**config.mk**
```make
export PLATFORM = sky130hd
export DESIGN_NAME = counter_sat
export DESIGN_NICKNAME = d
export VERILOG_FILES = /design/src/rtl/counter_pkg.sv /design/src/rtl/counter_step_calc.sv /design/src/rtl/counter_sat.sv
export SDC_FILE = /design/constraint.sdc
export NUM_CORES = 1
export LEC_CHECK = 0
export CAP_MARGIN = 20
export CORE_ASPECT_RATIO = 1.1
export CORE_MARGIN = 8
export CORE_UTILIZATION = 40
export CTS_CLUSTER_SIZE = 24
export DETAILED_ROUTE_END_ITERATION = 6
export PLACE_DENSITY = 0.77
export SYNTH_ARGS = -nofsm -noshare
export SYNTH_HDL_FRONTEND = slang
export SYNTH_SLANG_ARGS = --single-unit
```
**constraint.sdc**
```tcl
create_clock -name clk -period 7.1 [get_ports clk]
set_clock_uncertainty 0.2 [all_clocks]
set_input_delay 1.775 -clock clk [delete_from_list [all_inputs] [get_ports clk]]
set_output_delay 1.775 -clock clk [all_outputs]
set_load 0.02 [all_outputs]
```
**src/rtl/counter_pkg.sv**
```systemverilog
// Shared types and parameter-legality rules for the counter family.
package counter_pkg;

    typedef enum logic {
        CNT_WRAP = 1'b0,
        CNT_SAT  = 1'b1
    } counter_mode_e;

    // True when a (width, step width, ceiling) triple is a usable configuration.
    function automatic bit params_legal(
        input int unsigned     width,
        input int unsigned     step_w,
        input longint unsigned max_value
    );
        longint unsigned one;
        longint unsigned cap;
        longint unsigned step_max;
        one      = 64'd1;
        cap      = one << width;
        step_max = (one << step_w) - one;
        return (width >= 2) && (width <= 62) && (step_w >= 1) &&
               (max_value >= one) && (max_value < cap) &&
               (step_max <= max_value);
    endfunction

endpackage

```
**src/rtl/counter_step_calc.sv**
```systemverilog
// Combinational next-count calculation with wrap/saturate correction.
module counter_step_calc
    import counter_pkg::*;
#(
    parameter int unsigned   WIDTH     = 4,
    parameter int unsigned   STEP_W    = 2,
    parameter counter_mode_e MODE      = CNT_WRAP,
    parameter int unsigned   MAX_VALUE = 2**WIDTH - 1
) (
    input  logic [WIDTH-1:0]  base,
    input  logic              incr_valid,
    input  logic [STEP_W-1:0] incr,
    input  logic              decr_valid,
    input  logic [STEP_W-1:0] decr,
    output logic [WIDTH-1:0]  value_next,
    output logic              ovf_evt,
    output logic              unf_evt
);

    // Two guard bits hold base + step without loss and carry the sign of base - step.
    localparam int unsigned RAW_W = WIDTH + 2;
    localparam logic signed [RAW_W-1:0] MAX_S = RAW_W'(MAX_VALUE);
    localparam logic signed [RAW_W-1:0] MOD_S = RAW_W'(MAX_VALUE + 1);

    logic signed [RAW_W-1:0] base_s;
    logic signed [RAW_W-1:0] incr_s;
    logic signed [RAW_W-1:0] decr_s;
    logic signed [RAW_W-1:0] raw;
    logic signed [RAW_W-1:0] corr;

    // Net raw result, range check and single-step correction.
    always_comb begin
        base_s  = RAW_W'(base);
        incr_s  = incr_valid ? RAW_W'(incr) : '0;
        decr_s  = decr_valid ? RAW_W'(decr) : '0;
        raw     = base_s + incr_s - decr_s;
        ovf_evt = 1'b0;
        unf_evt = 1'b0;
        corr    = raw;
        if (raw[RAW_W-1]) begin
            unf_evt = 1'b1;
            corr    = (MODE == CNT_SAT) ? '0 : raw + MOD_S;
        end else if (raw > MAX_S) begin
            ovf_evt = 1'b1;
            corr    = (MODE == CNT_SAT) ? MAX_S : raw - MOD_S;
        end
        value_next = WIDTH'(corr);
    end

endmodule

```
**src/rtl/counter_sat.sv**
```systemverilog
// Parametrised up/down counter with wrap or saturate overflow handling,
// sticky overflow/underflow flags and registered zero/max status.
module counter_sat
    import counter_pkg::*;
#(
    parameter int unsigned   WIDTH     = 4,
    parameter int unsigned   STEP_W    = 2,
    parameter counter_mode_e MODE      = CNT_WRAP,
    parameter int unsigned   MAX_VALUE = 2**WIDTH - 1
) (
    input  logic              clk,
    input  logic              rst,
    input  logic              reinit,
    input  logic [WIDTH-1:0]  initial_value,
    input  logic              incr_valid,
    input  logic [STEP_W-1:0] incr,
    input  logic              decr_valid,
    input  logic [STEP_W-1:0] decr,
    input  logic              clear_flags,
    output logic [WIDTH-1:0]  value,
    output logic [WIDTH-1:0]  value_next,
    output logic              overflow,
    output logic              underflow,
    output logic              is_zero,
    output logic              is_max
);

    localparam logic [WIDTH-1:0] MAX_W = WIDTH'(MAX_VALUE);

    // Reject configurations the single-correction arithmetic cannot handle.
    if (!params_legal(WIDTH, STEP_W, 64'(MAX_VALUE))) begin : g_bad_params
        $error("counter_sat: illegal WIDTH/STEP_W/MAX_VALUE combination");
    end

    logic [WIDTH-1:0] init_clamped;
    logic [WIDTH-1:0] base;
    logic [WIDTH-1:0] value_d;
    logic             ovf_evt;
    logic             unf_evt;

    // Clamp the reload value and pick the base the steps apply to.
    always_comb begin
        init_clamped = (initial_value > MAX_W) ? MAX_W : initial_value;
        base         = reinit ? init_clamped : value;
        value_d      = rst ? init_clamped : value_next;
    end

    counter_step_calc #(
        .WIDTH     (WIDTH),
        .STEP_W    (STEP_W),
        .MODE      (MODE),
        .MAX_VALUE (MAX_VALUE)
    ) u_step_calc (
        .base       (base),
        .incr_valid (incr_valid),
        .incr       (incr),
        .decr_valid (decr_valid),
        .decr       (decr),
        .value_next (value_next),
        .ovf_evt    (ovf_evt),
        .unf_evt    (unf_evt)
    );

    // Count register with status decoded from the value being loaded.
    always_ff @(posedge clk) begin
        value   <= value_d;
        is_zero <= (value_d == '0);
        is_max  <= (value_d == MAX_W);
    end

    // Sticky flags: an event sets and beats clear_flags/reinit, which clear.
    always_ff @(posedge clk) begin
        if (rst) begin
            overflow  <= 1'b0;
            underflow <= 1'b0;
        end else begin
            if (ovf_evt) begin
                overflow <= 1'b1;
            end else if (clear_flags || reinit) begin
                overflow <= 1'b0;
            end
            if (unf_evt) begin
                underflow <= 1'b1;
            end else if (clear_flags || reinit) begin
                underflow <= 1'b0;
            end
        end
    end

endmodule

```
==> flow_summary.ini <==
[synthesis]
ys_seq_elements = 8
synth-xor-area-share_pct = 2.740
async_flop_share_pct = 0
synthSimpleGateAreaFrac_pct = 20.94
synth_ff_type = dfxtp_1
syn_inst = 69
synth_compound_area_share_pct = 10.57
synthAdderAreaFrac_pct = 19.96
yosysSeqAreaShare_pct = 25.05
synth_area_leaders = dfxtp_1 25%, ha_1 14%, mux2i_1 7.8%
yosysTopAreaCell = dfxtp_1
synthesis.nets = 92
yosys-mux-area-fraction_pct = 13.11
synthDistinctLibCells = 26
syn-cell-area_um2 = 639.4
synth_warnings = 0
synth_top_family_by_area = simple AND/OR/NAND/NOR gates
yosys.area.top_type_share_pct = 25.05
syn_avg_cell_area_um2 = 9.266
synth-edff-count = 0

[timing]
max_freq_mhz = 151.8
maxSlewHeadroom_pct = 65.08
tightest_slew_ps = 522.1
period_needed_ps = 6586
hold_slack_ps = 332.0
slew_violations = 0
tns_ps = 0
finalCritPeriodShare_pct = 92.77
finalSetupViolCount = 0
fin_ws_ps = 513.7
rsz0062_at_grt = no
hold_viol = 0

[grt]
grt_first_pass_wirelength_um = 2649
grt_max_degree = 14
gr-usage-all-layers_pct = 10.89
overflow = 0
grt_pass1_vias = 636
antenna_found_initial = 0

[critical_path]
r2r_cells = 8
cpPeakStageDelay_ps = 620
setup.worst_path.class = primary input to output pin
start_kind = primary input
critPathCaptureType = output pin
arrival_ps = 4610
crit_path_frequent_cell = clkdlybuf4s50_1
critPathRequiredTime_ps = 5120
critPathMaxFanout = 5
crit_slowest_cell = clkdlybuf4s50_1
path_cells = clkdlybuf4s50_1 > mux2i_1 > fa_1 > inv_1 > ha_1 > a21o_1 > a21oi_1 > xor2_1 > clkdlybuf4s50_1

[finish]
fillers = 145
n_antenna_cell = 0
final_common_cell = clkdlybuf4s50_1
area_growth_pct = 42.47
layout_common_cells = 25 x clkdlybuf4s50_1, 8 x dfxtp_1, 7 x inv_1, 7 x ha_1, 6 x nand2_1
fin_util_pct = 59.19
fin_area_um2 = 910.9
finalNonFillerCells = 112
layout-drive-gt1-share_pct = 9.474
nNetsFinal = 120

[clock_network]
cts_tree = built
post_cts_buffers = 0
insertion_delay_ps = 250
cts.sink_count = 8
numCtsBuffers = 3
clk_pin_slew_worst_paths_ps = 50
cts_resized = 0
cts_htree_levels = 1
cts_buffer_depth = 2
root_buffer = clkbuf_4
postCtsHoldBufs = 0

[drt]
vias = 601
wl_per_cell_um = 13.98
drt_iter0_markers = 7
vias_per_cell = 5.366
firstDrtPassIters = 4
drt_wl_total_um = 1566
drc_errors = 0
ant_nets = 0

[floorplanning]
io_pins = 26
die-area_mm2 = 0.003135
core-area_mm2 = 0.001539
die_h_um = 57.93
die_w_um = 54.12
rows = 15
start_util_pct = 41.54

[hold_path]
hp-class = flop to flop
hold_depth = 2

[outcome]
status = finished, final reports clean

[power]
irDropWorstVdd_uv = 114.6
p_per_area_mw_per_mm2 = 309.4
power_leakage_nw = 0.4048
finalPower_mw = 0.2818

[placement]
portBuffers = 25
dp_slack_ps = 484.6
place_congestion = 0.8001
placed_area_um2 = 888.4
dpl.cell_count = 109
dp_hpwl_um = 1359

[job]
cap_violations = 0
flip-flops by register name, indices dropped and copies added (netlist names):
register	count
is_max	1
is_zero	1
underflow	1
overflow	1
value	4
critical path: cells and delay by family:
kind	cells	cell delay [ps]
xor gates and xnor gates	1	150
muxes	1	280
buffers and inverters	3	1350
adders and majority gates	2	700
AOI/OAI and AO/OA	2	350
path summary, 6_finish.rpt:
kind	endpoint	from	slack [ps]
worst min register to register	underflow$_SDFFE_PP0P_	underflow$_SDFFE_PP0P_	330
worst max-delay path	value_next[3]	reinit	510
worst max register to register	overflow$_SDFFE_PP0P_	value[1]$_DFF_P_	4670
worst min-delay path	underflow$_SDFFE_PP0P_	underflow$_SDFFE_PP0P_	330
cells by family after synthesis:
| family | Yosys count |
|---|---|
| flip-flops | 8 |
| AND/OR/NAND/NOR | 23 |
| multiplexers | 8 |
| adder cells (fa/ha/maj) | 9 |
| XOR/XNOR | 2 |
| buffers and inverters | 9 |
| AO/OA/AOI/OAI | 10 |
layer usage:
layer,track usage (%),vias to the layer above,wire length [um]
met5,0,-,0
met4,6.338,0,0
met3,1.535,0,132
met2,19.34,18,855
met1,11.37,290,579
li1,-,293,-
final cells by class:
| type | count | area (um2) | share of cell area [%] |
|---|---|---|---|
| multi-input combinational | 52 | 430.4 | 47.25 |
| tap | 17 | 21.27 | 2.335 |
| timing repair buffer | 25 | 250.2 | 27.47 |
| clock buffer | 3 | 22.52 | 2.473 |
| sequential | 8 | 160.2 | 17.58 |
| inverter | 7 | 26.28 | 2.885 |
where the power goes:
group,switching [mW],total [mW],internal (mW)
clock network,0.0148,0.0341,0.0193
logic,0.0966,0.185,0.0885
registers,0.00559,0.0626,0.0570
total,0.117,0.282,0.165
Yosys cell counts, types with 3 or more instances:
| master | count |
|---|---|
| mux2i_1 | 5 |
| mux2_2 | 3 |
| dfxtp_1 | 8 |
| nor3b_1 | 4 |
| ha_1 | 7 |
| nor2_1 | 3 |
| inv_1 | 7 |
| nand2_1 | 6 |
| a21oi_1 | 3 |
Power figures use the tool's default switching activity.
